## config.mk

```make
export PLATFORM = sky130hd
export DESIGN_NAME = reduce_seq_flat
export DESIGN_NICKNAME = d
export VERILOG_FILES = /design/src/rtl/reduce_seq_if.sv /design/src/rtl/reduce_seq.sv /design/src/flat_wrapper.sv
export SDC_FILE = /design/constraint.sdc
export NUM_CORES = 1
export LEC_CHECK = 0
export BUFFER_PORTS_ARGS = -buffer_cell sky130_fd_sc_hd__buf_4
export CORE_MARGIN = 8
export CORE_UTILIZATION = 49
export DETAILED_ROUTE_END_ITERATION = 8
export PLACE_DENSITY = 0.75
export SYNTH_ARGS = -nofsm -noshare
export SYNTH_HDL_FRONTEND = slang
export SYNTH_SLANG_ARGS = --single-unit
```

## constraint.sdc

```tcl
create_clock -name clk -period 2.28 [get_ports clk]
set_input_delay 0.456 -clock clk [delete_from_list [all_inputs] [get_ports clk]]
set_output_delay 0.456 -clock clk [all_outputs]
set_load 0.05 [all_outputs]
```

## src/rtl/reduce_seq_if.sv

```systemverilog
// -----------------------------------------------------------------------------
// reduce_seq_if
//   Request/response bundle for the reduce_seq bit-reduction unit.
//
//   Request side  : in_valid, in_ready, in_data[WIDTH], mode[2]
//   Response side : out_valid, out_ready, out_bit, out_hit, out_idx[IW]
//
//   master : the requester/consumer (drives in_*, mode, out_ready)
//   slave  : the reduction unit     (drives in_ready and out_*)
// -----------------------------------------------------------------------------
interface reduce_seq_if #(
    parameter int WIDTH = 16
);
    localparam int IW = $clog2(WIDTH);

    logic             in_valid;
    logic             in_ready;
    logic [WIDTH-1:0] in_data;
    logic [1:0]       mode;
    logic             out_valid;
    logic             out_ready;
    logic             out_bit;
    logic             out_hit;
    logic [IW-1:0]    out_idx;

    modport master (
        output in_valid, in_data, mode, out_ready,
        input  in_ready, out_valid, out_bit, out_hit, out_idx
    );

    modport slave (
        input  in_valid, in_data, mode, out_ready,
        output in_ready, out_valid, out_bit, out_hit, out_idx
    );
endinterface

```

## src/rtl/reduce_seq.sv

```systemverilog
// -----------------------------------------------------------------------------
// reduce_seq
//   Multi-cycle bit reduction of a WIDTH-bit word, CHUNK bits per cycle, under
//   a selectable mode (00 OR, 01 AND, 10 XOR, 11 NOR). Also reports whether
//   any bit was set and the index of the lowest set bit.
//
//   Ports:
//     clk   : rising-edge clock
//     rst_n : asynchronous active-low reset
//     bus   : reduce_seq_if.slave
//             in_valid/in_ready/in_data/mode  - request handshake
//             out_valid/out_ready             - response handshake
//             out_bit/out_hit/out_idx         - registered results
//
//   Flow: IDLE accepts one word, RUN folds one chunk per edge for N = WIDTH/CHUNK
//   edges, DONE presents the result until the consumer takes it. in_ready is
//   high only in IDLE, so a new word is never taken in the cycle a result leaves.
// -----------------------------------------------------------------------------
module reduce_seq #(
    parameter int WIDTH = 16,
    parameter int CHUNK = 4
) (
    input  logic       clk,
    input  logic       rst_n,
    reduce_seq_if.slave bus
);
    localparam int IW = $clog2(WIDTH);
    localparam int N  = WIDTH / CHUNK;
    localparam int CW = (N > 1) ? $clog2(N) : 1;

    typedef enum logic [1:0] {
        ST_IDLE,
        ST_RUN,
        ST_DONE
    } state_e;

    typedef enum logic [1:0] {
        MODE_OR  = 2'b00,
        MODE_AND = 2'b01,
        MODE_XOR = 2'b10,
        MODE_NOR = 2'b11
    } mode_e;

    state_e           state_q, state_d;
    logic [WIDTH-1:0] data_q,  data_d;
    mode_e            mode_q,  mode_d;
    logic [CW-1:0]    cnt_q,   cnt_d;
    logic             acc_q,   acc_d;
    logic             bit_q,   bit_d;
    logic             hit_q,   hit_d;
    logic [IW-1:0]    idx_q,   idx_d;

    // Current chunk and the position of its lowest set bit.
    logic [CHUNK-1:0] chunk;
    logic             chunk_nz;
    int               pos;

    always_comb begin
        chunk    = CHUNK'(data_q >> (int'(cnt_q) * CHUNK));
        chunk_nz = |chunk;
        pos      = 0;
        // Scan from the top down so the lowest set bit is the last one written.
        for (int i = CHUNK - 1; i >= 0; i--) begin
            if (chunk[i]) pos = i;
        end
    end

    always_comb begin
        // NOTE: every variable gets a default before the case so no path leaves it unassigned (no latches).
        state_d = state_q;
        data_d  = data_q;
        mode_d  = mode_q;
        cnt_d   = cnt_q;
        acc_d   = acc_q;
        bit_d   = bit_q;
        hit_d   = hit_q;
        idx_d   = idx_q;

        unique case (state_q)
            ST_IDLE: begin
                if (bus.in_valid) begin
                    data_d  = bus.in_data;
                    mode_d  = mode_e'(bus.mode);
                    cnt_d   = '0;
                    // AND starts from the identity 1; OR/XOR/NOR start from 0.
                    acc_d   = (mode_e'(bus.mode) == MODE_AND);
                    bit_d   = 1'b0;
                    hit_d   = 1'b0;
                    idx_d   = '0;
                    state_d = ST_RUN;
                end
            end

            ST_RUN: begin
                unique case (mode_q)
                    MODE_AND: acc_d = acc_q & (&chunk);
                    MODE_XOR: acc_d = acc_q ^ (^chunk);
                    default:  acc_d = acc_q | chunk_nz;
                endcase

                // Only the first nonzero chunk defines the index.
                if (!hit_q && chunk_nz) begin
                    hit_d = 1'b1;
                    idx_d = IW'(int'(cnt_q) * CHUNK + pos);
                end

                if (cnt_q == CW'(N - 1)) begin
                    bit_d   = acc_d ^ (mode_q == MODE_NOR);
                    state_d = ST_DONE;
                end else begin
                    cnt_d = cnt_q + CW'(1);
                end
            end

            ST_DONE: begin
                if (bus.out_ready) state_d = ST_IDLE;
            end

            default: state_d = ST_IDLE;
        endcase
    end

    // NOTE: sequential state uses non-blocking assignments so all flops update together at the edge.
    always_ff @(posedge clk or negedge rst_n) begin
        if (!rst_n) begin
            state_q <= ST_IDLE;
            data_q  <= '0;
            mode_q  <= MODE_OR;
            cnt_q   <= '0;
            acc_q   <= 1'b0;
            bit_q   <= 1'b0;
            hit_q   <= 1'b0;
            idx_q   <= '0;
        end else begin
            state_q <= state_d;
            data_q  <= data_d;
            mode_q  <= mode_d;
            cnt_q   <= cnt_d;
            acc_q   <= acc_d;
            bit_q   <= bit_d;
            hit_q   <= hit_d;
            idx_q   <= idx_d;
        end
    end

    // All outputs come straight from registers; in_ready depends on state only.
    assign bus.in_ready  = (state_q == ST_IDLE);
    assign bus.out_valid = (state_q == ST_DONE);
    assign bus.out_bit   = bit_q;
    assign bus.out_hit   = hit_q;
    assign bus.out_idx   = idx_q;

endmodule

```

## src/flat_wrapper.sv

```systemverilog
// flat-port wrapper written by rule: the top's interface ports become plain ports
module reduce_seq_flat 
#(
    parameter int WIDTH = 16,
    parameter int CHUNK = 4
)
  (clk, rst_n, bus_in_valid, bus_in_data, bus_mode, bus_out_ready, bus_in_ready, bus_out_valid, bus_out_bit, bus_out_hit, bus_out_idx);
  reduce_seq_if #(.WIDTH(WIDTH)) bus_i ();
  input  logic clk;
  input  logic rst_n;
  input wire logic [$bits(bus_i.in_valid)-1:0] bus_in_valid;
  input wire logic [$bits(bus_i.in_data)-1:0] bus_in_data;
  input wire logic [$bits(bus_i.mode)-1:0] bus_mode;
  input wire logic [$bits(bus_i.out_ready)-1:0] bus_out_ready;
  output wire logic [$bits(bus_i.in_ready)-1:0] bus_in_ready;
  output wire logic [$bits(bus_i.out_valid)-1:0] bus_out_valid;
  output wire logic [$bits(bus_i.out_bit)-1:0] bus_out_bit;
  output wire logic [$bits(bus_i.out_hit)-1:0] bus_out_hit;
  output wire logic [$bits(bus_i.out_idx)-1:0] bus_out_idx;
  assign bus_i.in_valid = bus_in_valid;
  assign bus_i.in_data = bus_in_data;
  assign bus_i.mode = bus_mode;
  assign bus_i.out_ready = bus_out_ready;
  assign bus_in_ready = bus_i.in_ready;
  assign bus_out_valid = bus_i.out_valid;
  assign bus_out_bit = bus_i.out_bit;
  assign bus_out_hit = bus_i.out_hit;
  assign bus_out_idx = bus_i.out_idx;
  reduce_seq #(.WIDTH(WIDTH), .CHUNK(CHUNK)) u_core (.clk(clk), .rst_n(rst_n), .bus(bus_i));
endmodule
```

==> impl_metrics.tcl <==
set metrics [dict create \
    period_minus_slack_ns 2.35 \
    fillCellCount 240 \
    cts_sinks 29 \
    drv_cap 0 \
    grt_pass1_wl_um 5570 \
    grt_max_degree 30 \
    grt_overflow_total 0 \
    initial_core_util_pct 50.7 \
    routabilityCongestion 0.817 \
    diodes 0 \
    place_hpwl_um 2400 \
    synth-warning-count 0 \
    rr_startpoint "u_core.cnt_q[0]" \
    ys_ff_latch 29 \
    ff_latch_area_um2 727 \
    synth_fa_ha_area_share_pct 8.22 \
    cts_hold_buf 0 \
    rsz0062_at_grt "true" \
    vias_per_cell 5.61 \
    cp_slowest_stage_delay_ns 0.51 \
    worst_setup_path_start_kind "flop" \
    postPlaceCellArea_um2 1800 \
    syn-num-nets 156 \
    swShare_pct 38.7 \
    synthXorXnorAreaFrac_pct 1.56 \
    maxClockFrequency_mhz 426 \
    dieArea_um2 5140 \
    r2r-end "u_core.bus.out_bit" \
    violations "setup timing" \
    end_kind "flop" \
    drt_iter0_markers 77 \
    dieWidth_um 71.7 \
    setup_viol 2 \
    cts_made_buffers 5 \
    skew_ns 0.00766 \
    cts_root_buf "clkbuf_4" \
    cp_max_fo 3 \
    num_rows 20 \
    area_growth_pct 27.2 \
    multi_input_area_um2 758 \
    combPwrFrac_pct 55.9 \
    worstPathRequired_ns 2.54 \
    internal-power_uw 1980 \
    path_clk_slew_ns 0.09 \
    syn-cell-area_um2 1520 \
    place_inst 186 \
    drv_slew 0 \
    grt_pass1_vias 1257 \
    port-buffer-count 29 \
    synth_top_family_by_area "multiplexers" \
    max_slew_margin_pct 70.3 \
    clkPwrFrac_pct 13.5 \
    fin_crit_sh_pct 103 \
    ys_types 32 \
    p_per_area_nw_per_um2 1670 \
    drtPass1Iterations 4 \
    p_sw_uw 1250 \
    critPathArrivalTime_ns 2.60 \
    die_h_um 71.7 \
    r2r_slack_ns -0.07 \
    muxShareOfSynthArea_pct 20.5 \
    fin_area_um2 1940 \
    final_common_cell "buf_4" \
    status "finished, violations left" \
    ff2ff_path_depth 8 \
    cts_max_path_buffers 2 \
    synthSimpleGateAreaFrac_pct 8.55 \
    critPathKind "reg -> reg" \
    pwr-share-seq_pct 30.6 \
    synth-seq-area-share_pct 47.7 \
    clock_latency_ns 0.32 \
    tightest_slew_ns 0.446 \
    path_buf_inv 2 \
    grt.total_usage_pct 13.6 \
    setup_slack_ns -0.0659 \
    wl_per_cell_um 16.2 \
    vdd.ir_drop.worst_uv 745 \
    io_pins 30 \
    crit_path_top_delay_cell "mux4_2" \
    antenna_found_initial 0 \
    syn_inst 124 \
    core-area_um2 3000 \
    drt-total-wl_um 3190 \
    drive_above_1_share_pct 45.7 \
    antenna_left 0 \
    tritoncts "built" \
    setup_tns_ns -0.119 \
    htree_levels 2 \
    hold_class "in -> async" \
    leakage_uw 0.000920 \
    synth_compound_area_share_pct 10.0 \
    drc 0 \
    avgSynthCellArea_um2 12.3 \
    hold_violations 0 \
    final_nets 195 \
    vias 1105 \
    final_cell_mix "buf_4 (37), dfrtp_1 (28), mux2_2 (17)" \
    path_cells "buf_12 -> mux4_2 -> inv_2 -> ha_4 -> xor3_1 -> nand2_2 -> or4_1 -> nand4_1" \
    fin_cells 197 \
    path_delay_family "simple AND/OR/NAND/NOR gates" \
]
## cell usage after synthesis
cell type	n	share of area, %
and4b_2	1	0.74
nand2_1	6	1.5
mux2_2	17	13
a32oi_1	1	0.58
dfrtp_1	29	48
o31ai_1	2	0.99
a221o_2	1	0.74
a41oi_1	2	1.2
nor2b_1	1	0.41
ha_1	10	8.2
nand4_1	1	0.41
o21ai_0	9	3.0
or4_1	1	0.49
nand2b_1	1	0.41
o22ai_1	1	0.41
nor2_1	5	1.2
a21o_1	1	0.49
a22o_1	3	1.7
mux2i_1	3	2.0
inv_1	7	1.7
a21oi_1	3	0.99
nor4_1	1	0.41
or2_2	1	0.41
nand3b_1	1	0.49
nand3_1	1	0.33
nor3b_1	1	0.49
buf_2	3	0.99
buf_1	1	0.25
and2_1	3	1.2
mux4_2	4	5.9
xor3_1	1	1.6
clkbuf_1	2	0.49
## per-stage QoR
step / utilization [%] / hold WS (ns) / setup WS, ns / total power, uW
finish: 64.5 / 0.0346 / -0.0659 / 3230
global route: 64.5 / 0.0491 / -0.144 / 3470
CTS: 64.4 / 0.0389 / -0.0267 / 3210
detailed placement: 59.9 / 0.393 / -0.152 / 2630
global placement: 59.9 / 0.391 / -0.0687 / 2550
floorplan: - / 0.160 / 0.00481 / 2170
## worst max path at each step
stage | startpoint | end | slack [ns] | cells after the start
after floorplan | u_core.cnt_q[0] | u_core.bus.out_bit | 0.005 | 8
after global placement | u_core.cnt_q[0] | u_core.bus.out_bit | -0.07 | 7
after detailed placement | u_core.cnt_q[0] | u_core.bus.out_bit | -0.15 | 7
after CTS | u_core.cnt_q[0] | u_core.bus.out_bit | -0.03 | 8
after global routing | u_core.cnt_q[0] | u_core.bus.out_bit | -0.14 | 8
final | u_core.cnt_q[0] | u_core.bus.out_bit | -0.07 | 8
## layout make-up
class                      count  share of cell area (%)
clock buffer                   7                    2.84
clock inverter                 1                    1.55
inverter                       7                    1.36
multi-input combinational     82                    39.2
sequential                    29                    37.6
tap                           33                    2.13
timing repair buffer          38                    15.4
## power groups by stage
stage / sequential, uW / clock (uW) / combinational (uW)
3_3_place_gp: 992 / 0 / 1560
5_1_grt: 1020 / 468 / 1980
4_1_cts: 984 / 444 / 1780
3_5_place_dp: 1000 / 0 / 1630
6_report: 990 / 435 / 1810
2_1_floorplan: 1020 / 0 / 1150
## per-layer routing
metal  global-route usage [%]  vias up  wire, um
met5                        0        -         0
met4                     4.76        0        25
met3                     5.44        4       191
met2                     22.8       33      1620
met1                     15.2      542      1360
li1                         -      526         -
## cell families after synthesis
kind of cell | Yosys count
flip-flops | 29
multiplexers | 24
AND/OR/NAND/NOR | 24
AO/OA/AOI/OAI | 23
buffers and inverters | 13
adder cells (fa/ha/maj) | 10
XOR/XNOR | 1
## flip-flops by register name (all words and copies together), names as in the netlist
signal / cells
u_core.state_q: 2
u_core.data_q: 16
u_core.bus.out_hit: 1
u_core.bus.out_bit: 1
u_core.cnt_q: 2
u_core.bus.out_idx: 4
u_core.mode_q: 2
u_core.acc_q: 1
## repair_timing
item | in CTS | in global routing
setup endpoints to repair | 2 | 2
pin swaps | 4 | 0
resized for setup | 3 | 1
buffers inserted | 3 | 0
Note: power is estimated with default switching activity, not from simulation.
